$ cat src/rtl/motion_pkg.sv
// Shared types and arithmetic helpers for the tilt motion controller.
// Helpers work on 32-bit ints; callers sign- or zero-extend into them.
package motion_pkg;

    typedef enum logic [1:0] {
        IDLE,
        RUN,
        FROZEN
    } motion_state_e;

    function automatic int min_int(input int a, input int b);
        return (a < b) ? a : b;
    endfunction

    function automatic int max_int(input int a, input int b);
        return (a > b) ? a : b;
    endfunction

    // |v| saturated to maxpos, so the most negative sample maps to the top code
    function automatic int sat_abs(input int v, input int maxpos);
        int a;
        a = (v < 0) ? -v : v;
        return (a > maxpos) ? maxpos : a;
    endfunction

    function automatic int clamp_int(input int v, input int lo, input int hi);
        if (v < lo)
            return lo;
        if (v > hi)
            return hi;
        return v;
    endfunction

endpackage

$ cat src/rtl/tilt_axis.sv
// One motion axis: tilt magnitude -> target speed -> ramped velocity
// -> clamped position. Holds this axis' position, velocity and edge flag.
module tilt_axis
    import motion_pkg::*;
#(
    parameter int DATAW     = 16,
    parameter int CORDW     = 16,
    parameter int VELW      = 6,
    parameter int MIN       = 0,
    parameter int MAX       = 600,
    parameter int INIT      = 300,
    parameter int DEADZONE  = 64,
    parameter int SHIFT     = 5,
    parameter int MAX_SPEED = 8,
    parameter int ACCEL     = 1,
    parameter bit INVERT    = 1'b0
) (
    input  logic                    slowclk,
    input  logic                    reset_n,
    input  logic                    load,
    input  logic                    hold,
    input  logic signed [DATAW-1:0] tilt,
    output logic [CORDW-1:0]        pos,
    output logic                    moving,
    output logic                    at_edge
);

    localparam int MAG_MAX = 2**(DATAW-1) - 1;

    if (INIT < MIN || INIT > MAX) begin : g_bad_init
        $error("tilt_axis: INIT outside [MIN,MAX]");
    end
    if (MAX_SPEED >= 2**(VELW-1)) begin : g_bad_speed
        $error("tilt_axis: MAX_SPEED does not fit in VELW");
    end
    if (DATAW > 31) begin : g_bad_dataw
        $error("tilt_axis: DATAW must be at most 31");
    end

    logic signed [VELW-1:0] vel;
    logic signed [CORDW:0]  psum;
    int                     mag;
    int                     spd;
    int                     tgt;
    int                     vcur;
    int                     vnext;
    int                     pnext;
    logic                   clamped;

    // Target speed, velocity ramp and clamped position for this sample
    always_comb begin
        mag = sat_abs(int'(tilt), MAG_MAX);
        spd = 0;
        if (mag > DEADZONE)
            spd = min_int(MAX_SPEED, ((mag - DEADZONE) >>> SHIFT) + 1);
        tgt = (tilt[DATAW-1] ^ INVERT) ? -spd : spd;
        vcur  = int'(vel);
        vnext = vcur;
        if (tgt > vcur)
            vnext = min_int(tgt, vcur + ACCEL);
        else if (tgt < vcur)
            vnext = max_int(tgt, vcur - ACCEL);
        psum    = $signed({1'b0, pos}) + (CORDW+1)'(vnext);
        pnext   = clamp_int(int'(psum), MIN, MAX);
        clamped = (pnext != int'(psum));
    end

    // Axis state: reset to INIT, zero velocity while frozen, update per sample
    always_ff @(posedge slowclk) begin
        if (!reset_n) begin
            pos     <= CORDW'(INIT);
            vel     <= '0;
            at_edge <= 1'b0;
        end else if (hold) begin
            vel <= '0;
        end else if (load) begin
            pos     <= CORDW'(pnext);
            vel     <= clamped ? '0 : VELW'(vnext);
            at_edge <= clamped;
        end
    end

    assign moving = (vel != '0);

endmodule

$ cat src/rtl/tilt_motion_ctrl.sv
// Accelerometer-to-sprite motion controller: run/freeze FSM plus
// two tilt_axis instances updated together on each accepted sample.
module tilt_motion_ctrl
    import motion_pkg::*;
#(
    parameter int DATAW     = 16,
    parameter int CORDW     = 16,
    parameter int VELW      = 6,
    parameter int X_MIN     = 0,
    parameter int X_MAX     = 600,
    parameter int Y_MIN     = 0,
    parameter int Y_MAX     = 441,
    parameter int X_INIT    = 300,
    parameter int Y_INIT    = 240,
    parameter int DEADZONE  = 64,
    parameter int SHIFT     = 5,
    parameter int MAX_SPEED = 8,
    parameter int ACCEL     = 1,
    parameter bit INVERT_Y  = 1'b1
) (
    input  logic                    slowclk,
    input  logic                    reset_n,
    input  logic                    sample_valid,
    input  logic signed [DATAW-1:0] data_x,
    input  logic signed [DATAW-1:0] data_y,
    input  logic                    freeze,
    output logic [CORDW-1:0]        pos_x,
    output logic [CORDW-1:0]        pos_y,
    output logic                    moving_x,
    output logic                    moving_y,
    output logic                    edge_x,
    output logic                    edge_y,
    output logic                    update_done
);

    motion_state_e state;
    motion_state_e state_next;
    logic          take;
    logic          hold;

    // State register
    always_ff @(posedge slowclk) begin
        if (!reset_n)
            state <= IDLE;
        else
            state <= state_next;
    end

    // Next state: freeze wins over a same-cycle sample
    always_comb begin
        state_next = state;
        unique case (state)
            IDLE: begin
                if (freeze)
                    state_next = FROZEN;
                else if (sample_valid)
                    state_next = RUN;
            end
            RUN: begin
                if (freeze)
                    state_next = FROZEN;
            end
            FROZEN: begin
                if (!freeze)
                    state_next = RUN;
            end
            default: state_next = IDLE;
        endcase
    end

    // Outputs: accept a sample only when not frozen; zero velocity on freeze
    always_comb begin
        take = 1'b0;
        hold = 1'b0;
        unique case (state)
            IDLE, RUN: begin
                take = sample_valid & ~freeze;
                hold = freeze;
            end
            FROZEN: begin
                hold = 1'b1;
            end
            default: begin
                take = 1'b0;
                hold = 1'b0;
            end
        endcase
    end

    // One-cycle pulse aligned with the position update
    always_ff @(posedge slowclk) begin
        if (!reset_n)
            update_done <= 1'b0;
        else
            update_done <= take;
    end

    tilt_axis #(
        .DATAW(DATAW), .CORDW(CORDW), .VELW(VELW),
        .MIN(X_MIN), .MAX(X_MAX), .INIT(X_INIT),
        .DEADZONE(DEADZONE), .SHIFT(SHIFT),
        .MAX_SPEED(MAX_SPEED), .ACCEL(ACCEL), .INVERT(1'b0)
    ) u_axis_x (
        .slowclk(slowclk),
        .reset_n(reset_n),
        .load(take),
        .hold(hold),
        .tilt(data_x),
        .pos(pos_x),
        .moving(moving_x),
        .at_edge(edge_x)
    );

    tilt_axis #(
        .DATAW(DATAW), .CORDW(CORDW), .VELW(VELW),
        .MIN(Y_MIN), .MAX(Y_MAX), .INIT(Y_INIT),
        .DEADZONE(DEADZONE), .SHIFT(SHIFT),
        .MAX_SPEED(MAX_SPEED), .ACCEL(ACCEL), .INVERT(INVERT_Y)
    ) u_axis_y (
        .slowclk(slowclk),
        .reset_n(reset_n),
        .load(take),
        .hold(hold),
        .tilt(data_y),
        .pos(pos_y),
        .moving(moving_y),
        .at_edge(edge_y)
    );

endmodule
$ cat config.mk
export PLATFORM = sky130hd
export DESIGN_NAME = tilt_motion_ctrl
export DESIGN_NICKNAME = d
export VERILOG_FILES = /design/src/rtl/motion_pkg.sv /design/src/rtl/tilt_axis.sv /design/src/rtl/tilt_motion_ctrl.sv
export SDC_FILE = /design/constraint.sdc
export NUM_CORES = 1
export LEC_CHECK = 0
export BUFFER_PORTS_ARGS = -buffer_cell sky130_fd_sc_hd__buf_2
export CORE_UTILIZATION = 29
export CTS_BUF_LIST = sky130_fd_sc_hd__clkbuf_8 sky130_fd_sc_hd__clkbuf_16
export DETAILED_ROUTE_END_ITERATION = 8
export PLACE_DENSITY = 0.52
export SLEW_MARGIN = 20
export SYNTH_ARGS = -nofsm -noshare
export SYNTH_HDL_FRONTEND = slang
export SYNTH_SLANG_ARGS = --single-unit
$ cat constraint.sdc
create_clock -name slowclk -period 13.5 [get_ports slowclk]
set_input_delay 1.35 -clock slowclk [delete_from_list [all_inputs] [get_ports slowclk]]
set_output_delay 1.35 -clock slowclk [all_outputs]
set_load 0.03 [all_outputs]
## Yosys cells after proc, flatten, opt, wreduce, memory -nomap -nowiden

Index checks and enable logic that the tools add are counted.

- $add $sub $neg: 14
- Order comparisons: 20
- Equal/unequal tests: 7
- Mux-type cells: 39
- Bitwise gates (word level): 4
- Reduce and logical (&&, ||, !) cells: 7

Operators with widths:

| cell | number |
|---|---|
| $mux 32 | 14 |
| $mux 17 | 8 |
| $gt 32x16->1 const B | 2 |
| $gt 32x6->1 | 2 |
| $gt 32x7->1 | 2 |
| $gt 32x8->1 const B | 2 |
| $lt 32x6->1 | 2 |
| $lt 32x7->1 | 2 |
| $lt 5x32->1 const A | 2 |
| $ne 32x17->1 | 2 |
| $neg 16->32 | 2 |
| $neg 32->32 | 2 |
| $sub 32x8->32 const B | 2 |
| $add 27x2->28 const B | 2 |
| $add 17x17->17 | 2 |
| $lt 17x1->1 const B | 2 |
| $lt 16x1->1 const B | 2 |
| $gt 17x10->1 const B | 1 |
| $gt 17x11->1 const B | 1 |
| $add 6x2->7 const B | 2 |
| $sub 6x2->7 const B | 2 |
| $mux 6 | 2 |
| $reduce_bool 6->1 | 2 |
| $mux 10 | 1 |
| 15 further kinds | 28 |

- Register bits after elaboration: 49
- Output and inout bits: 37
- Word-level logic and storage cells: 99

## Logic depth before layout (Yosys ltp)

- Depth after elaboration: 23
- Gate-level depth with buffers: 56
- Gate-level depth less buffers: 53

## Cells and area by module

A second synthesis with hierarchy kept.

- Cell total of the unflattened synthesis: 1632
- Area total of the unflattened synthesis: 12359.4 µm²

Modules (own cells, without submodules):

| module | instances | cells an instance | area an instance (µm²) | sequential area each (µm²) |
|---|---|---|---|---|
| tilt_axis (u_axis_y) | 1 | 819 | 6153.4 | 460.4 |
| tilt_axis (u_axis_x) | 1 | 803 | 6089.6 | 460.4 |
| tilt_motion_ctrl | 1 | 10 | 116.4 | 60.1 |

## Worst setup path before layout

OpenSTA, ideal clock, no wires.

- Path kind: input -> register
- Start: in data_y[15]
- End: reg u_axis_y.vel[2]
- Setup time: 0.061 ns
- Data arrival time: 12.673 ns
- Required time: 13.439 ns
- Slack: 0.766 ns
- Stages on the path: 51
- Path through: clkbuf_1 -> clkbuf_1 -> clkbuf_1 -> buf_1 -> o21ai_0 -> xor2_1 -> nand2_1 -> inv_1 -> ha_1 -> buf_1 -> xnor3_1 -> nand4_1 -> a311oi_2 -> and3_1 -> or3b_4 -> a31oi_4 -> clkbuf_1 -> nand3_1 -> [... 15 more ...] -> nor2b_1 -> a21o_1 -> a222oi_1 -> ha_1 -> inv_1 -> fa_1 -> inv_1 -> a21oi_1 -> o21bai_1 -> a21oi_1 -> o21ai_0 -> a221o_1 -> a31oi_1 -> mux2i_1 -> nor4b_1 -> o21ai_0 -> nor2_1 -> a32o_1

- Cells in the longest elaborated chain, start to end: 23
- Elaborated cells between the ends (all ways): 32
- Those cells by class: add/sub (5); order compare (10); eq/ne (1); mux (16)

Ends and longest elaborated chain:

| item | RTL line | text |
|---|---|---|
| start: declaration | tilt_motion_ctrl.sv:25 | `input logic signed [DATAW-1:0] data_y,` |
| $neg 16->32 / $lt 16x1->1 (equally long branches) | motion_pkg.sv:22 | `a = (v < 0) ? -v : v;` |
| $mux 32 | motion_pkg.sv:22 |  |
| $gt 32x16->1 | motion_pkg.sv:23 | `return (a > maxpos) ? maxpos : a;` |
| $mux 32 | motion_pkg.sv:23 |  |
| $sub 32x8->32 | tilt_axis.sv:55 | `spd = min_int(MAX_SPEED, ((mag - DEADZONE) >>> SHIFT) + 1);` |
| $add 27x2->28 | tilt_axis.sv:55 |  |
| $lt 5x32->1 | motion_pkg.sv:12 | `return (a < b) ? a : b;` |
| $mux 32 | motion_pkg.sv:12 |  |
| [... 6 more ...] | -- |  |
| $mux 17 * | tilt_axis.sv:59 | `if (tgt > vcur)` |
| $add 17x17->17 | tilt_axis.sv:63 | `psum = $signed({1'b0, pos}) + (CORDW+1)'(vnext);` |
| $gt 17x10->1 | motion_pkg.sv:29 | `if (v > hi)` |
| $mux 1 (2 in a row) | motion_pkg.sv:29 |  |
| $mux 32 | motion_pkg.sv:31 | `return v;` |
| $mux 32 | motion_pkg.sv:29 |  |
| $ne 32x17->1 | tilt_axis.sv:65 | `clamped = (pnext != int'(psum));` |
| $mux 6 * | tilt_axis.sv:78 | `vel <= clamped ? '0 : VELW'(vnext);` |
| end signal: assignment | tilt_axis.sv:78 |  |
| end: declaration | tilt_axis.sv:40 | `logic signed [VELW-1:0] vel;` |

Mark *: on every way between the ends. The rest lies on a longest branch, timed or not. The select of a mux whose other input is x is not followed.
A chain may end at the register's enable or synchronous reset.

## Worst setup path in the final report

- Start: in data_x[3]
- End: reg u_axis_x.at_edge

- Cells in the longest elaborated chain, start to end: 22
- Elaborated cells between the ends (all ways): 31
- Those cells by class: add/sub (5); order compare (10); eq/ne (1); mux (15)

Ends and longest elaborated chain:

| item | RTL line | text |
|---|---|---|
| start: declaration | tilt_motion_ctrl.sv:24 | `input logic signed [DATAW-1:0] data_x,` |
| $neg 16->32 / $lt 16x1->1 (equally long branches) | motion_pkg.sv:22 |  |
| $mux 32 * | motion_pkg.sv:22 |  |
| $gt 32x16->1 | motion_pkg.sv:23 |  |
| $mux 32 * | motion_pkg.sv:23 |  |
| $sub 32x8->32 | tilt_axis.sv:55 |  |
| $add 27x2->28 | tilt_axis.sv:55 |  |
| $lt 5x32->1 | motion_pkg.sv:12 |  |
| $mux 32 | motion_pkg.sv:12 |  |
| [... 5 more ...] | -- |  |
| $mux 17 | tilt_axis.sv:61 | `else if (tgt < vcur)` |
| $mux 17 * | tilt_axis.sv:59 |  |
| $add 17x17->17 * | tilt_axis.sv:63 |  |
| $gt 17x11->1 | motion_pkg.sv:29 |  |
| $mux 1 (2 in a row) | motion_pkg.sv:29 |  |
| $mux 32 | motion_pkg.sv:31 |  |
| $mux 32 | motion_pkg.sv:29 |  |
| $ne 32x17->1 * | tilt_axis.sv:65 |  |
| end signal: assignment | tilt_axis.sv:79 | `at_edge <= clamped;` |
| end: declaration | tilt_axis.sv:25 | `output logic at_edge` |

Marked as above.

==> results.ini <==
[cts]
cts_max_level=2
tritoncts=built
cts.sinks=49
clockRootBuffer=clkbuf_16
hold_buffers=0
clk_latency_ns=0.30
cts_buffers=5
clkSlewWorstSetupHoldPaths_ns=0.07
maximum_buffer_depth_of_the_clock_tree=2

[critical_path]
critPathMaxFanout=22
critPathLaunchType=primary input
worstSetupEndpointType=register
max_stage_delay_ns=0.59
timing_worst_setup_path_type=primary input to register
timing.critical_path.arrival_ns=12.98
cpMaxStageDelayCell=or4_4
regToRegEndpoint=u_axis_y.vel[3]$_SDFFE_PP0P_
regToRegStartpoint=u_axis_y.vel[0]$_SDFFE_PP0P_
reg2reg_slack_ns=5.99
worst_ep_required_time_ns=13.69
critPathLaunch=data_x[3]
critical_path.endpoint=u_axis_x.at_edge$_SDFFE_PN0P_
worst_r2r_path_depth=32

[yosys]
synth_top_cell_area_share=0.248
ys_warn_count=0
synth.net_count=1907
post_synth_main_area_contributors=ha_1 (25%), dfxtp_1 (8.0%), o21ai_0 (5.2%)
count_of_different_cell_masters_after_synthesis=97
syn_area_cell_um2=7.50
synth_cells=1627
synth_ff_type=dfxtp_1
synth_top_cell_by_area=ha_1
synth_enable_flop_cells=0
synth-seq-area-share=0.0804
synth_area_um2=12200
synth-seq-cells=49
asyncSetResetFlopFracSynth=0

[timing]
timing_hold_violations_final=0
final_max_slew_viol_count=0
clock.fmax_mhz=78.2
finalSetupViolations=0
timing.final.crit_period_ns=12.79
tightestPinTransition_ns=1.05
post-route-worst-setup-slack_ns=0.708
finalHoldWorstSlack_ns=0.496
relSlewSlack=0.294
timing.clock.skew_ns=0.00922
finalCritPeriodShare=0.948
unrepaired_setup_endpoints_after_global_routing=false

[place]
buffer_ports.inserted=72
placedCellCount=2216
dpl_worst_slack_ns=-0.455
place_congestion=0.913
placedInstanceArea_um2=13300
place.detailed.hpwl_um=31400

[detailed_routing]
drt_iter0_drc=824
vias_per_cell=5.81
via_count=13000
routedWlPerCell_um=17.4
dr.pass1.iters=5
detail_route.wirelength_um=38700
ant_nets=0
remaining_drc_errors=0

[global_routing]
grt_max_degree=33
global_route.overflow_total=0
track_usage=0.175
vias_in_the_first_global_route=12200
number_of_antenna_violations_at_the_first_check_in_global_routing=0
grt_first_pass_wirelength_um=63200

[pwr]
power_density_nw_per_um2=50.4
total_power_mw=0.686
ir_worst_vdd_uv=48.1
power.static_leakage_nw=5.66

[cells_and_area]
fin_area_um2=13600
flow.area_growth_from_synthesis_pct=11.5
fillerInstances=4402
register_area_um2=981
multiInputGateArea_um2=10800
final_layout_size_suffix_gt1_frac=0.114
finalNetCount=1975
insertedDiodeCount=0
final_cells=2228

[floorplan]
placement_rows=74
core_outline_area_um2=41200
die-width_um=207
initial_utilization=0.296
die_h_um=207
die-area_um2=42900
ioPinCount=73

[hold_path]
hold_path_class=register to register

[status]
outcome=completed

[flow_run]
drv.max_cap_violation_count=0

cells in the mapped netlist, types with 8 or more instances:
| master | count |
|---|---|
| dfxtp_1 | 49 |
| mux2i_1 | 16 |
| nand4_1 | 50 |
| o41ai_1 | 9 |
| o31a_1 | 14 |
| a21boi_0 | 8 |
| or3_1 | 17 |
| or4_1 | 12 |
| xor2_1 | 36 |
| and2_1 | 18 |
| mux2_2 | 9 |
| nand2b_1 | 22 |
| o31ai_1 | 19 |
| nor3_1 | 56 |
| inv_1 | 72 |
| a211oi_1 | 34 |
| a2111oi_0 | 10 |
| or2_2 | 10 |
| o21a_1 | 18 |
| o21ai_0 | 127 |
| nand2_1 | 123 |
| nand3_1 | 44 |
| nor4_1 | 23 |
| a32o_1 | 8 |
| a31oi_1 | 17 |
| a21oi_1 | 96 |
| clkbuf_1 | 49 |
| xnor2_1 | 48 |
| and3_1 | 27 |
| nor2b_1 | 22 |
| a211o_1 | 9 |
| o211ai_1 | 24 |
| ha_1 | 242 |
| a41oi_1 | 8 |
| nor2_1 | 106 |
| a21o_1 | 30 |
worst max-delay path, delay by kind of cell:
family          cells  cell delay [ns]
compound gates     20             4.39
fa+ha+maj           5             1.59
buf+inv             6             0.70
mux                 1             0.19
simple gates       17             4.75
cell usage in the layout (no fill, tap or decap), types with 49 or more instances in the layout:
master,n
a21oi_1,94
buf_2,72
dfxtp_1,49
ha_1,242
inv_1,71
nand2_1,123
nand4_1,50
nor2_1,105
nor3_1,56
o21ai_0,125
what timing repair did:
item	4_1_cts	5_1_grt
setup buffers	0	3
cloned	0	1
pin swaps	0	5
gates resized for setup	2	16
setup endpoints to repair	17	17
routing by layer:
| metal | vias to the layer above | GRT usage | part of all wire |
|---|---|---|---|
| met2 | 326 | 0.291 | 0.45 |
| li1 | 6436 | - | - |
| met4 | 0 | 0.0329 | 0.015 |
| met5 | - | 0 | 0 |
| met1 | 6154 | 0.246 | 0.49 |
| met3 | 38 | 0.0149 | 0.039 |
area by class of cell:
type	instances	area share
well taps	532	0.0489
clock inverters	3	0.00193
multi-input cells	1445	0.794
flip-flops and latches	49	0.0721
clock buffers	5	0.00919
inverters	74	0.0204
repair buffers	120	0.0532
power breakdown:
group,switching [mW],internal (mW)
Combinational,0.245,0.154
Clock,0.0630,0.0701
Sequential,0.00527,0.148
Total,0.313,0.373
how the worst min path moves through the flow:
stage                                  start                            end  depth (start not counted)
2_1_floorplan   u_axis_x.vel[4]$_SDFFE_PP0P_   u_axis_x.vel[4]$_SDFFE_PP0P_                          2
3_3_place_gp    u_axis_y.pos[3]$_SDFFE_PN0P_   u_axis_y.pos[3]$_SDFFE_PN0P_                          2
3_5_place_dp    u_axis_y.pos[3]$_SDFFE_PN0P_   u_axis_y.pos[3]$_SDFFE_PN0P_                          2
4_1_cts         u_axis_y.pos[3]$_SDFFE_PN0P_   u_axis_y.pos[3]$_SDFFE_PN0P_                          2
5_1_grt        u_axis_y.pos[11]$_SDFFE_PN0P_  u_axis_y.pos[11]$_SDFFE_PN0P_                          1
6_report        u_axis_y.pos[0]$_SDFFE_PN0P_   u_axis_y.pos[0]$_SDFFE_PN0P_                          2
logic make-up (layout without fill, tap and decap cells):
| group | Yosys count | in the layout | share of synthesized area |
|---|---|---|---|
| DFF | 49 | 49 | 0.0804 |
| adders and majority gates | 244 | 244 | 0.251 |
| xor gates and xnor gates | 88 | 88 | 0.0661 |
| and+or+nand+nor | 559 | 560 | 0.237 |
| AOI/OAI and AO/OA | 527 | 527 | 0.299 |
| buffers and inverters | 134 | 202 | 0.0431 |
| muxes | 26 | 26 | 0.0226 |
state kept, by name, summed over array words and instances (netlist names):
signal	flops
u_axis_x.vel	6
u_axis_y.pos	16
u_axis_y.at_edge	1
u_axis_x.pos	16
update_done	1
u_axis_y.vel	6
state	2
u_axis_x.at_edge	1
stage by stage:
stage	TNS, ns	util
after floorplan	0	-
after global placement	-6.01	0.324
after detailed placement	-7.11	0.324
after CTS	0	0.328
after global routing	0	0.330
final	0	0.330
No activity file was read; power rests on OpenSTA's default activity.
